## config.mk

```make
export PLATFORM = sky130hd
export DESIGN_NAME = wide_add_sequencer
export DESIGN_NICKNAME = d
export VERILOG_FILES = /design/src/rtl/wide_add_pkg.sv /design/src/rtl/wide_add_sequencer_csa_slice.sv /design/src/rtl/wide_add_sequencer.sv
export SDC_FILE = /design/constraint.sdc
export NUM_CORES = 1
export LEC_CHECK = 0
export CAP_MARGIN = 20
export CELL_PAD_IN_SITES_DETAIL_PLACEMENT = 0
export CELL_PAD_IN_SITES_GLOBAL_PLACEMENT = 2
export CORE_MARGIN = 5
export CORE_UTILIZATION = 40
export DETAILED_ROUTE_END_ITERATION = 16
export DONT_BUFFER_PORTS = 1
export PLACE_DENSITY_LB_ADDON = 0.1
export SLEW_MARGIN = 40
export SYNTH_ARGS = -nofsm -noshare
export SYNTH_HDL_FRONTEND = slang
export SYNTH_HIERARCHICAL = 1
export SYNTH_SLANG_ARGS = --single-unit
```

## constraint.sdc

```tcl
create_clock -name clk -period 10.8 [get_ports clk]
set_input_delay 2.16 -clock clk [delete_from_list [all_inputs] [get_ports clk]]
set_output_delay 2.16 -clock clk [all_outputs]
set_load 0.005 [all_outputs]
```

## src/rtl/wide_add_pkg.sv

```systemverilog
// Shared types, defaults and sizing helpers for the wide add/subtract sequencer.
package wide_add_pkg;

    typedef enum logic [1:0] {
        IDLE = 2'd0,
        RUN  = 2'd1,
        DONE = 2'd2
    } state_e;

    localparam int N_DEF        = 16;
    localparam int WORDS_DEF    = 4;
    localparam int SKIP_BLK_DEF = 4;

    // Ceiling log2 for elaboration-time sizing.
    function automatic int clog2(input int value);
        int result;
        result = 0;
        while ((1 << result) < value) begin
            result = result + 1;
        end
        return result;
    endfunction

    // Slice counter width: never narrower than one bit, even for a single slice.
    function automatic int cnt_width(input int words);
        return (clog2(words) < 1) ? 1 : clog2(words);
    endfunction

endpackage

```

## src/rtl/wide_add_sequencer_csa_slice.sv

```systemverilog
// Combinational N-bit carry-skip adder: ripple inside each SKIP_BLK group,
// and a group whose bits all propagate passes its carry-in straight through.
module csa_slice #(
    parameter int N        = 16,
    parameter int SKIP_BLK = 4
) (
    input  logic [N-1:0] a,
    input  logic [N-1:0] b,
    input  logic         cin,
    output logic [N-1:0] sum,
    output logic         cout
);

    localparam int NBLK = N / SKIP_BLK;

    for (genvar g = 0; g < NBLK; g++) begin : g_blk
        logic [SKIP_BLK-1:0] a_blk;
        logic [SKIP_BLK-1:0] b_blk;
        logic [SKIP_BLK-1:0] s_blk;
        logic                c_in;
        logic                c_ripple;
        logic                prop;
        logic                c_out;

        assign a_blk = a[g*SKIP_BLK +: SKIP_BLK];
        assign b_blk = b[g*SKIP_BLK +: SKIP_BLK];

        if (g == 0) begin : g_first
            assign c_in = cin;
        end else begin : g_rest
            assign c_in = g_blk[g-1].c_out;
        end

        // Ripple-carry add within the group.
        always_comb begin
            logic c;
            // NOTE: blocking assignments so each bit sees the carry just computed for the bit below it.
            c = c_in;
            for (int i = 0; i < SKIP_BLK; i++) begin
                s_blk[i] = a_blk[i] ^ b_blk[i] ^ c;
                c        = (a_blk[i] & b_blk[i]) | (c & (a_blk[i] ^ b_blk[i]));
            end
            c_ripple = c;
        end

        assign prop  = &(a_blk ^ b_blk);
        assign c_out = prop ? c_in : c_ripple;
        assign sum[g*SKIP_BLK +: SKIP_BLK] = s_blk;
    end

    assign cout = g_blk[NBLK-1].c_out;

endmodule

```

## src/rtl/wide_add_sequencer.sv

```systemverilog
// W-bit add/subtract computed one N-bit slice per cycle, LSB first, through a
// single shared carry-skip slice adder, with valid/ready on both sides.
module wide_add_sequencer
    import wide_add_pkg::*;
#(
    parameter int N        = N_DEF,
    parameter int WORDS    = WORDS_DEF,
    parameter int SKIP_BLK = SKIP_BLK_DEF
) (
    input  logic              clk,
    input  logic              rst_n,
    input  logic              in_valid,
    output logic              in_ready,
    input  logic [N*WORDS-1:0] a,
    input  logic [N*WORDS-1:0] b,
    input  logic              cin,
    input  logic              sub,
    output logic              out_valid,
    input  logic              out_ready,
    output logic [N*WORDS-1:0] sum,
    output logic              cout,
    output logic              ovf
);

    localparam int W  = N * WORDS;
    localparam int CW = cnt_width(WORDS);

    state_e        state_q, state_d;
    logic [CW-1:0] k_q, k_d;
    logic          carry_q, carry_d;
    logic [W-1:0]  a_q, a_d;
    logic [W-1:0]  b_q, b_d;
    logic [W-1:0]  sum_q, sum_d;
    logic          cout_q, cout_d;
    logic          ovf_q, ovf_d;

    logic [N-1:0]  slice_a;
    logic [N-1:0]  slice_b;
    logic [N-1:0]  slice_sum;
    logic          slice_cout;
    logic          last_slice;

    assign slice_a    = a_q[int'(k_q)*N +: N];
    assign slice_b    = b_q[int'(k_q)*N +: N];
    assign last_slice = (k_q == CW'(WORDS - 1));

    csa_slice #(
        .N        (N),
        .SKIP_BLK (SKIP_BLK)
    ) u_slice (
        .a    (slice_a),
        .b    (slice_b),
        .cin  (carry_q),
        .sum  (slice_sum),
        .cout (slice_cout)
    );

    // Next-state: operand capture, per-slice accumulate, result hand-off.
    always_comb begin
        // NOTE: every target gets a hold default first, so no branch can leave a latch behind.
        state_d = state_q;
        k_d     = k_q;
        carry_d = carry_q;
        a_d     = a_q;
        b_d     = b_q;
        sum_d   = sum_q;
        cout_d  = cout_q;
        ovf_d   = ovf_q;

        case (state_q)
            IDLE: begin
                if (in_valid) begin
                    a_d     = a;
                    b_d     = sub ? ~b : b;
                    carry_d = sub ? 1'b1 : cin;
                    k_d     = '0;
                    state_d = RUN;
                end
            end
            RUN: begin
                sum_d[int'(k_q)*N +: N] = slice_sum;
                carry_d                 = slice_cout;
                if (last_slice) begin
                    cout_d  = slice_cout;
                    ovf_d   = (slice_a[N-1] == slice_b[N-1]) && (slice_sum[N-1] != slice_a[N-1]);
                    k_d     = '0;
                    state_d = DONE;
                end else begin
                    k_d = k_q + 1'b1;
                end
            end
            DONE: begin
                if (out_ready) begin
                    state_d = IDLE;
                end
            end
            default: begin
                state_d = IDLE;
            end
        endcase
    end

    // State, counter, carry, operand and result registers.
    always_ff @(posedge clk or negedge rst_n) begin
        // NOTE: the wide operand and result registers are reset too, so an aborted operation leaves nothing behind.
        if (!rst_n) begin
            state_q <= IDLE;
            k_q     <= '0;
            carry_q <= 1'b0;
            a_q     <= '0;
            b_q     <= '0;
            sum_q   <= '0;
            cout_q  <= 1'b0;
            ovf_q   <= 1'b0;
        end else begin
            // NOTE: non-blocking so every register samples the pre-edge values of the others.
            state_q <= state_d;
            k_q     <= k_d;
            carry_q <= carry_d;
            a_q     <= a_d;
            b_q     <= b_d;
            sum_q   <= sum_d;
            cout_q  <= cout_d;
            ovf_q   <= ovf_d;
        end
    end

    assign in_ready  = (state_q == IDLE);
    assign out_valid = (state_q == DONE);
    assign sum       = sum_q;
    assign cout      = cout_q;
    assign ovf       = ovf_q;

endmodule

```

==> results.md, run 1 <==
- Run status: finished clean
- Max Used Layer: met4
- Final setup vio count: 0
- Core Footprint: 23,400 um2
- Syn nets: 1,068
- Setup CP Type: reg -> reg
- GRT Util Overall: 0.1842
- Iteration-0 DRC Markers: 487
- M1 WL: 10,770 um
- P&R area growth vs syn: 8.370%
- Max-cap check violation count: 0
- Fillers: 2,303
- Vias: 6,085
- WP data required: 11,110 ps
- CP Launch Type: register
- CTS max path bufs: 2
- Lkg Pwr: 4.712 nW
- Min-Delay Path Class: reg -> reg
- Diodes inserted: 0
- # rows: 56
- Largest family of logic cells by synthesized area: simple AND/OR/NAND/NOR gates
- Place WS: 1483 ps
- Share of cells above drive strength 1: 0.09853
- Slowest cell on crit path: dfrtp_4
- Worst-Margin Slew: 761.3 ps
- Count of different cell masters after synthesis: 36
- Clock Latency Late Sink: 430 ps
- Max rail drop VDD: 0.0002222 V
- Mean Syn Cell Area: 10.58 um2
- Met2 WL: 11,590 um
- Post-synth top flop: dfrtp_1
- Compound-Gate Fraction of Synth Area: 0.08739
- Share of the synthesized area in the top cell type: 0.5246
- Smallest setup slack after layout: 1714 ps
- Number of global-route vias before repair: 6,370
- Slew Limit Fails: 0
- Worst-path clk slew: 70 ps
- Die Height: 164.1 um
- NumNets Final: 1,041
- Post-Synth XOR/XNOR Area: 0.05905
- Yosys reg bits: 199
- Fmax: 0.1101 GHz
- Minimum clock period: 9086 ps
- WL final: 24,280 um
- CP max stage delay: 720 ps
- Period utilization: 0.8413
- Die area: 26,910 um2
- Most frequent CP cell: fa_1
- Post-route cell area: 10,290 um2
- Yosys synthesis warning count: 6
- Post-synth top area cell: dfrtp_1
- Port Buf Inserts: 0
- Hold Buf Count CTS: 0
- RSZ-0062 raised after global routing: false
- Area of the multi-input gates: 4160 um2
- Reg area: 4985 um2
- Core Util, Final: 0.4396
- First-pass GRT wire length: 37,720 um
- Placed inst area: 9707 um2
- Post-Synthesis Cells: 897
- IO Count: 202
- Register area share after synthesis: 0.5246
- Netlist Area Pre-Place: 9493 um2
- Post-DP HPWL: 17,670 um
- Initial antenna violation count: 0
- Asr flop ratio synth: 1.000
- Sink Count: 199
- Area contributors post-synth: dfrtp_1 52%, nand2_1 13%, mux4_2 7.6%, xnor2_1 5.9%, o21ai_0 5.1%
- Adder-cell share of the synthesized area: 0.06142
- Mux share of post-synthesis cell area: 0.07869
- Slew headroom: 0.4925
- DRC Markers: 0
- Synth Area in Simple Gates: 0.1503
- Htree depth: 4
- Pin count of the biggest net entering global routing: 200
- Crit end category: register
- Die W: 164.1 um
- Total grt overflow: 0
- Final hold violation count: 0
- Initial DRT Pass Iterations: 4
- TritonCTS Buffers: 17
- Post_cts resized: 0
- Via/cell ratio: 5.062
- Detail Route Antenna Nets: 0
- Met3 WL: 1723 um
- Fin Setup TNS: 0 ps
- Worst Path Arrival: 9390 ps
- Postcts setup bufs: 0
- Final Hold Slack: 474.6 ps
- Pwr per Cell Area: 364.3 nW/um2
- Max FO, Critical Path: 22
- Root buf cell: clkbuf_16
- Avg WL per Cell: 20.20 um
- GP Congestion: 0.7830
- CTS tree: done
- Effective utilization at floorplan: 0.4056
- Skew final: 12.68 ps
- Post-synth EDFFs: 0
-- registers in the layout, summed over array words and instances (netlist names) --
signal	count
ovf	1
b_q	64
k_q	2
a_q	64
carry_q	1
sum	64
cout	1
state_q	2
-- cell usage after synthesis, drive strengths merged, types with 2 or more instances --
| master | n |
|---|---|
| nor2 | 6 |
| a22o | 32 |
| mux2 | 2 |
| nand2 | 325 |
| mux4 | 32 |
| nand2b | 3 |
| o21ai | 100 |
| dfrtp | 199 |
| nor4b | 2 |
| fa | 16 |
| nand3 | 3 |
| o31ai | 2 |
| xnor2 | 64 |
| clkbuf | 25 |
| nand3b | 3 |
| buf | 34 |
| inv | 13 |
| ha | 21 |
| nand4 | 4 |
-- per-stage QoR --
stage | total power, mW | cells
after CTS | 3.797 | 1202
final | 3.748 | 1202
after global routing | 4.059 | 1202
after floorplan | 2.511 | 897
after detailed placement | 3.163 | 1170
after global placement | 3.092 | 1163
-- final timing paths --
check                      cells after the start      end     from  slack [ps]
hold reg to reg                                2  a_q[47]  a_q[47]         470
setup / recovery                              29      ovf   k_q[0]        1710
setup reg to reg                              29      ovf   k_q[0]        1710
min in group asynchronous                      0   sum[0]    rst_n        1430
max in group asynchronous                      0  b_q[35]    rst_n        9140
hold / removal                                 2  a_q[47]  a_q[47]         470
-- report_power, final --
group          total (mW)  internal, mW  leakage (nW)  switching (mW)
Sequential           1.34          1.08          2.55           0.259
Clock               0.625         0.323         0.281           0.302
Combinational        1.79         0.704          1.88            1.08
Total                3.75          2.10          4.71            1.64
-- logic make-up after synthesis --
| group | Yosys count |
|---|---|
| AOI/OAI and AO/OA | 138 |
| xor gates and xnor gates | 64 |
| adders and majority gates | 37 |
| buffers and inverters | 72 |
| DFF | 199 |
| muxes | 34 |
| and+or+nand+nor | 353 |
-- layer usage --
| metal | up-vias | global-route usage |
|---|---|---|
| met5 | - | 0 |
| met4 | 0 | 0.03889 |
| li1 | 2911 | - |
| met3 | 15 | 0.05144 |
| met1 | 2985 | 0.2495 |
| met2 | 174 | 0.2989 |
-- critical path, delay by kind of cell, from the launching register on --
| family | cells | cell delay, ps |
|---|---|---|
| adder cells (fa/ha/maj) | 16 | 6130 |
| multiplexers | 2 | 900 |
| flip-flops | 1 | 720 |
| AO/OA/AOI/OAI | 2 | 430 |
| buffers and inverters | 5 | 420 |
| AND/OR/NAND/NOR | 4 | 370 |
-- placed cells by master, fill, tap and decap left out, types with 2 or more instances in the layout --
| master | n |
|---|---|
| clkbuf_16 | 17 |
| clkinvlp_4 | 2 |
| nand2_1 | 325 |
| buf_4 | 9 |
| o31ai_1 | 2 |
| clkinv_4 | 3 |
| a22o_1 | 32 |
| dfrtp_1 | 197 |
| clkbuf_8 | 4 |
| ha_1 | 21 |
| inv_1 | 13 |
| nand4_1 | 4 |
| buf_6 | 2 |
| nor4b_4 | 2 |
| xnor2_1 | 64 |
| o21ai_0 | 97 |
| nand3_1 | 3 |
| mux4_2 | 32 |
| nand3b_1 | 3 |
| inv_8 | 4 |
| nand2b_1 | 3 |
| fa_1 | 16 |
| o21ai_1 | 2 |
| inv_6 | 2 |
| nor2_1 | 6 |
-- final cells by class --
class                      instances  share of cell area
sequential                       199              0.4846
multi-input combinational        626              0.4044
clock buffer                      20             0.04537
tap                              319             0.03880
timing repair buffer              13             0.01155
clock inverter                    12             0.01058
inverter                          13            0.004743
Power figures use the tool's default switching activity.
==> run 2: changes to the inputs <==
--- a/config.mk
+++ b/config.mk
@@ -9,7 +9,7 @@
 export CELL_PAD_IN_SITES_DETAIL_PLACEMENT = 0
 export CELL_PAD_IN_SITES_GLOBAL_PLACEMENT = 2
 export CORE_MARGIN = 5
-export CORE_UTILIZATION = 40
+export CORE_UTILIZATION = 36
 export DETAILED_ROUTE_END_ITERATION = 16
 export DONT_BUFFER_PORTS = 1
 export PLACE_DENSITY_LB_ADDON = 0.1
==> constraint.sdc (replaced) <==
create_clock -name clk -period 8 [get_ports clk]
set_input_delay 1.6 -clock clk [delete_from_list [all_inputs] [get_ports clk]]
set_output_delay 1.6 -clock clk [all_outputs]
set_load 0.005 [all_outputs]
==> run 2 against run 1 <==
  * Power is 41% higher
  * First-iteration DRC count is 19% lower
  * Final area is 1.8% higher
  * Critical path depth stayed put
  * Global-route usage is 1.3 points lower
  * Sequential power is 31% higher
  * Core utilization is 3.7 points lower
  * Largest power group unchanged
==> results.md, run 2 (synthesis gave the netlist of run 1 again) <==
- Run status: finished clean
- Post-Layout Cell Count: 1,228 (+2.2%)
- Die Height: 172.4 um (+5.1%)
- Share of cells above drive strength 1: 0.1333 (+0.03473)
- Worst Path Arrival: 8190 ps (-1200 ps)
- Total grt overflow: 0 (unchanged)
- Final setup vio count: 0 (unchanged)
- Via/cell ratio: 5.012 (-0.99%)
- Worst-Margin Slew: 658.1 ps (-103.3 ps)
- Die area: 29,720 um2 (+10%)
- Fmax: 0.1269 GHz (+15%)
- TritonCTS Buffers: 17 (unchanged)
- CP Launch Type: register
- Die W: 172.4 um (+5.1%)
- CP endpoint: ovf
- DRC Markers: 0 (unchanged)
- Core Footprint: 25,980 um2 (+11%)
- Worst-path clk slew: 80 ps (about the same)
- Placed Cells: 1,190 (+1.7%)
- Skew final: 12.02 ps (-0.6655 ps)
- Lkg Pwr: 4.760 nW (+1.0%)
- Sink Count: 199 (unchanged)
- Post-DP HPWL: 18,620 um (+5.4%)
- Min-Delay Path Class: reg -> reg
- Number of global-route vias before repair: 6,639 (+4.2%)
- First-pass GRT wire length: 38,820 um (+2.9%)
- GP Congestion: 0.7467 (-4.6%)
- GRT Util Overall: 0.1715 (-0.01270)
- NumNets Final: 1,051 (+0.96%)
- CTS tree: done
- Root buf cell: clkbuf_16
- Port Buf Inserts: 0 (unchanged)
- Htree depth: 4 (unchanged)
- WP data required: 8310 ps (-2800 ps)
- Initial DRT Pass Iterations: 4 (unchanged)
- Smallest setup slack after layout: 120.4 ps (-1594 ps)
- CP top delay family: adder cells
- Cells on Worst Hold Path: 2 (unchanged)
- Fillers: 2,528 (+9.8%)
- Setup CP Type: reg -> reg
- WL final: 24,960 um (+2.8%)
- Initial antenna violation count: 0 (unchanged)
- Launch point of the worst reg-to-reg path: k_q[0]
- Minimum clock period: 7880 ps (-1206 ps)
- Final hold violation count: 0 (unchanged)
- Max rail drop VDD: 0.0002498 V (+12%)
- Most frequent CP cell: fa_2
- Crit end category: register
- Pin count of the biggest net entering global routing: 200 (unchanged)
- Worst path bufs/invs: 5 (unchanged)
- Vias: 6,155 (+1.2%)
- IO Count: 202 (unchanged)
- Effective utilization at floorplan: 0.3653 (-0.04031)
- Cell depth of the worst setup path: 29 (unchanged)
- Reg2reg setup slack: 120 ps (-1590 ps)
- CTS max path bufs: 2 (unchanged)
- Period utilization: 0.9850 (+0.1437)
- Diodes inserted: 0 (unchanged)
- P&R area growth vs syn: 10.28%
- Critical R2R Capture: ovf
- Slew Limit Fails: 0 (unchanged)
- Crit path from: k_q[0]
- Pwr per Cell Area: 505.0 nW/um2 (+39%)
- # rows: 59 (+5.4%)
- CP max stage delay: 560 ps (-160 ps)
- Detail Route Antenna Nets: 0 (unchanged)
- Iteration-0 DRC Markers: 394 (-19%)
- RSZ-0062 raised after global routing: true
- Max-cap check violation count: 0 (unchanged)
- Slowest cell on crit path: mux4_2
- Place WS: -27.75 ps (-1511 ps)
- Avg WL per Cell: 20.33 um (+0.65%)
- Clock Latency Late Sink: 430 ps (about the same)
- Slew headroom: 0.5613 (+0.06884)
- FF-to-FF path depth: 29 (unchanged)
- Commonest non-fill, non-tap cell in the layout: nand2_1
- Most frequent cells in the layout: 325 x nand2_1, 197 x dfrtp_1, 96 x o21ai_0, 64 x xnor2_1
- Max FO, Critical Path: 4 (-82%)
==> run 2: changes by cell type in the layout (fill, tap and decap cells not counted), moves of 2 or more <==
cell,before,now
inv_1,13,8
clkinvlp_4,2,0
fa_2,0,15
fa_1,16,1
clkbuf_8,4,0
clkinv_8,0,2
buf_4,9,18
inv_8,4,6
inv_2,0,5
==> run 2: worst register-to-register path: cells and delay by family (launching register included) <==
family,cells,cell delay [ps]
compound gates,2,400
simple gates,4,350
flops,1,410
fa+ha+maj,16,5480
mux,2,850
buf+inv,5,270
==> run 2: final cells by class <==
cell class / count / area (um2) / share of cell area
multi-input combinational: 626 / 4210 / 0.4022
sequential: 199 / 4982 / 0.4759
clock inverter: 15 / 178.9 / 0.01709
clock buffer: 17 / 425.4 / 0.04064
timing repair buffer: 23 / 203.9 / 0.01948
inverter: 13 / 48.80 / 0.004661
tap: 335 / 419.2 / 0.04004
==> run 2: power by group <==
part	internal (mW)	switching (mW)	total, mW
clock	0.452	0.435	0.887
sequential	1.45	0.301	1.75
combinational	1.11	1.53	2.65
total	3.02	2.27	5.29
==> run 2: repair_timing <==
item / 4_1_cts / 5_1_grt
endpoints found under the setup margin: 1 / 5
resized for setup: 0 / 10
hold buffers: 0 / 0
setup buffers: 5 / 1
pin swaps: 1 / 2
==> run 2: worst min path at each step <==
stage                 start       to  slack, ps
finish              a_q[26]  a_q[26]        480
global placement    b_q[14]  b_q[14]        460
CTS                 a_q[31]  a_q[31]        480
detailed placement  a_q[37]  a_q[37]        460
floorplan           a_q[39]  a_q[39]        440
global route         a_q[7]   a_q[7]        500
==> run 2: stage by stage <==
step	util	power [mW]	setup TNS (ps)	area, um2	hold WS [ps]
after floorplan	-	3.475	-32.96	9559	439.6
after global placement	0.3744	4.285	0	9728	457.4
after detailed placement	0.3773	4.388	-27.75	9804	459.4
after CTS	0.4020	5.333	0	10450	480.2
after global routing	0.4029	5.746	-88.46	10470	496.2
final	0.4029	5.287	0	10470	475.5
==> run 2: metal layers <==
layer  up-vias  track usage  part of all wire
met5         -            0                 0
met4         0      0.04033             0.017
li1       2927            -                 -
met3        20      0.05213             0.069
met1      3041       0.2326              0.44
met2       167       0.2720              0.47
==> run 3: changes to the inputs <==
--- a/config.mk
+++ b/config.mk
@@ -9,7 +9,8 @@
 export CELL_PAD_IN_SITES_DETAIL_PLACEMENT = 0
 export CELL_PAD_IN_SITES_GLOBAL_PLACEMENT = 2
 export CORE_MARGIN = 5
-export CORE_UTILIZATION = 36
+export CORE_UTILIZATION = 43
+export CTS_CLUSTER_SIZE = 25
 export DETAILED_ROUTE_END_ITERATION = 16
 export DONT_BUFFER_PORTS = 1
 export PLACE_DENSITY_LB_ADDON = 0.1
==> constraint.sdc (replaced) <==
create_clock -name clk -period 9.3 [get_ports clk]
set_input_delay 1.86 -clock clk [delete_from_list [all_inputs] [get_ports clk]]
set_output_delay 1.86 -clock clk [all_outputs]
set_load 0.005 [all_outputs]
==> run 3 against run 2 <==
  * Sequential cell count unchanged
  * Clock skew increased by 3.2 ps
  * Combinational power decreased by 20%
  * Critical endpoint unchanged
  * Largest cell class unchanged
  * Largest power group unchanged
==> results.md, run 3 (synthesis gave the netlist of run 1 again) <==
- WL final: 24,320 um (-2.6%)
- Slew Limit Fails: 0 (unchanged)
- Port Buf Inserts: 0 (unchanged)
- Iteration-0 DRC Markers: 377 (-4.3%)
- Avg WL per Cell: 20.84 um (+2.5%)
- Commonest non-fill, non-tap cell in the layout: nand2_1
- NumNets Final: 1,045 (-0.57%)
- Die area: 25,150 um2 (-15%)
- Switching pwr: 1.888 mW (-17%)
- Detail Route Antenna Nets: 0 (unchanged)
- Root buf cell: clkbuf_16
- IO Count: 202 (unchanged)
- Fmax: 0.1122 GHz (-12%)
- GP Congestion: 0.8278 (+11%)
- Crit end category: register
- Lkg Pwr: 4.764 nW (about the same)
- Effective utilization at floorplan: 0.4363 (+0.07101)
- Sink Count: 199 (unchanged)
- Share of cells above drive strength 1: 0.1026 (-0.03067)
- TritonCTS Buffers: 17 (unchanged)
- Period utilization: 0.9583 (-0.02665)
- Min-Delay Path Class: reg -> reg
- Pwr per Cell Area: 424.1 nW/um2 (-16%)
- Gate power share: 0.482 (-0.019)
- Initial DRT Pass Iterations: 5 (+1)
- PnR Total Power: 4.382 mW (-17%)
- Met2 WL: 12,220 um (+4.0%)
- Placed inst area: 9742 um2 (-0.64%)
- Pin count of the biggest net entering global routing: 200 (unchanged)
- Fillers: 2,058 (-19%)
- First-pass GRT wire length: 37,450 um (-3.5%)
- DRC Markers: 0 (unchanged)
- WP data required: 9610 ps (+1300 ps)
- Max rail drop VDD: 0.0002079 V (-17%)
- CP Launch Type: register
- Run status: finished clean
- RSZ-0062 raised after global routing: false
- Clock Latency Late Sink: 430 ps (about the same)
- Most frequent cells in the layout: 325 x nand2_1, 197 x dfrtp_1, 97 x o21ai_0, 64 x xnor2_1
- Place WS: 444.7 ps (+472.5 ps)
- Number of global-route vias before repair: 6,541 (-1.5%)
- Fin Setup TNS: 0 ps (unchanged)
- CTS max path bufs: 2 (unchanged)
- Htree depth: 4 (unchanged)
- Slowest cell on crit path: mux4_2
- Most frequent CP cell: fa_1
- Core Util, Final: 0.4750 (+0.07210)
- Total grt overflow: 0 (unchanged)
- CP max stage delay: 590 ps (+30 ps)
- Post_cts resized: 0 (unchanged)
- CP top delay family: adder cells
- Post-DP HPWL: 18,390 um (-1.3%)
- Initial antenna violation count: 0 (unchanged)
- Diodes inserted: 0 (unchanged)
- Die W: 158.6 um (-8.0%)
- Reg area: 4982 um2 (unchanged)
- # rows: 54 (-8.5%)
- Final setup vio count: 0 (unchanged)
- P&R area growth vs syn: 8.858%
- Via/cell ratio: 5.272 (+5.2%)
- Vias: 6,153 (-0.032%)
- Core Footprint: 21,760 um2 (-16%)
- Postcts setup bufs: 0 (-5)
- Met3 WL: 1585 um (-7.4%)
- GRT Util Overall: 0.1971 (+0.02564)
- Max Used Layer: met4
- Reg2reg setup slack: 390 ps (+270 ps)
- Smallest setup slack after layout: 387.8 ps (+267.4 ps)
- Sw Ratio: 0.4309 (+0.001925)
- Post-route cell area: 10,330 um2 (-1.3%)
- Worst path bufs/invs: 5 (unchanged)
- Minimum clock period: 8912 ps (+1033 ps)
- Clock group share of total power: 0.170 (+0.002)
- Slew headroom: 0.5987 (+0.03739)
- Share of power burned in registers: 0.348 (+0.016)
- Setup CP Type: reg -> reg
- Worst-path clk slew: 70 ps (about the same)
- Hold Buf Count CTS: 0 (unchanged)
- CTS tree: done
- Die Height: 158.6 um (-8.0%)
- Internal: 2.494 mW (-17%)
- Max-cap check violation count: 0 (unchanged)
- Area of the multi-input gates: 4160 um2 (-1.2%)
- Worst-Margin Slew: 600.5 ps (-57.54 ps)
- M1 WL: 10,270 um (-7.3%)
- Max FO, Critical Path: 8 (+4)
- Final hold violation count: 0 (unchanged)
- Worst Path Arrival: 9220 ps (+1030 ps)
- Skew final: 15.27 ps (+3.249 ps)
-- run 3: cell types whose count changed in the layout (fill, tap and decap cells not counted), moves of 2 or more --
cell / delta
clkinv_2: +2
fa_2: -15
fa_1: +15
inv_1: +5
inv_8: -4
buf_12: +2
clkinv_8: -2
inv_2: -5
buf_4: -9
-- run 3: layer usage --
metal / global-route usage / vias up
met5: 0 / -
met3: 0.05491 / 15
met1: 0.2531 / 3060
met2: 0.3350 / 156
li1: - / 2922
met4: 0.04346 / 0
-- run 3: worst register-to-register path: cells and delay by family, from the launching register on --
kind,cells,cell delay (ps)
adders and majority gates,16,6100
and+or+nand+nor,4,380
buffers and inverters,5,420
DFF,1,540
AOI/OAI and AO/OA,2,460
muxes,2,880
-- run 3: power by group through the flow --
| stage | registers [mW] | clock network, mW | logic (mW) |
|---|---|---|---|
| floorplan | 1.42 | 0 | 1.50 |
| global placement | 1.53 | 0 | 2.03 |
| detailed placement | 1.55 | 0 | 2.13 |
| CTS | 1.53 | 0.765 | 2.13 |
| global route | 1.58 | 0.799 | 2.36 |
| finish | 1.52 | 0.745 | 2.11 |
-- run 3: final timing paths --
check / from / to / cells past startpoint
setup / recovery: k_q[0] / ovf / 29
hold / removal: a_q[8] / a_q[8] / 2
setup reg to reg: k_q[0] / ovf / 29
hold reg to reg: a_q[8] / a_q[8] / 2
max in group asynchronous: rst_n / b_q[18] / 0
min in group asynchronous: rst_n / sum[19] / 0
-- run 3: area by class of cell --
| class | instances | share of cell area |
|---|---|---|
| Inverter | 13 | 0.004722 |
| Multi-Input combinational cell | 626 | 0.4026 |
| Timing Repair Buffer | 17 | 0.01937 |
| Tap cell | 280 | 0.03390 |
| Clock inverter | 15 | 0.01610 |
| Sequential cell | 199 | 0.4821 |
| Clock buffer | 17 | 0.04117 |
-- run 3: through the flow --
stage | hold slack (ps) | std cells
3_3_place_gp | 454.8 | 1124
6_report | 476.1 | 1167
3_5_place_dp | 462.6 | 1135
4_1_cts | 480.8 | 1167
5_1_grt | 491.0 | 1167
2_1_floorplan | 439.6 | 897
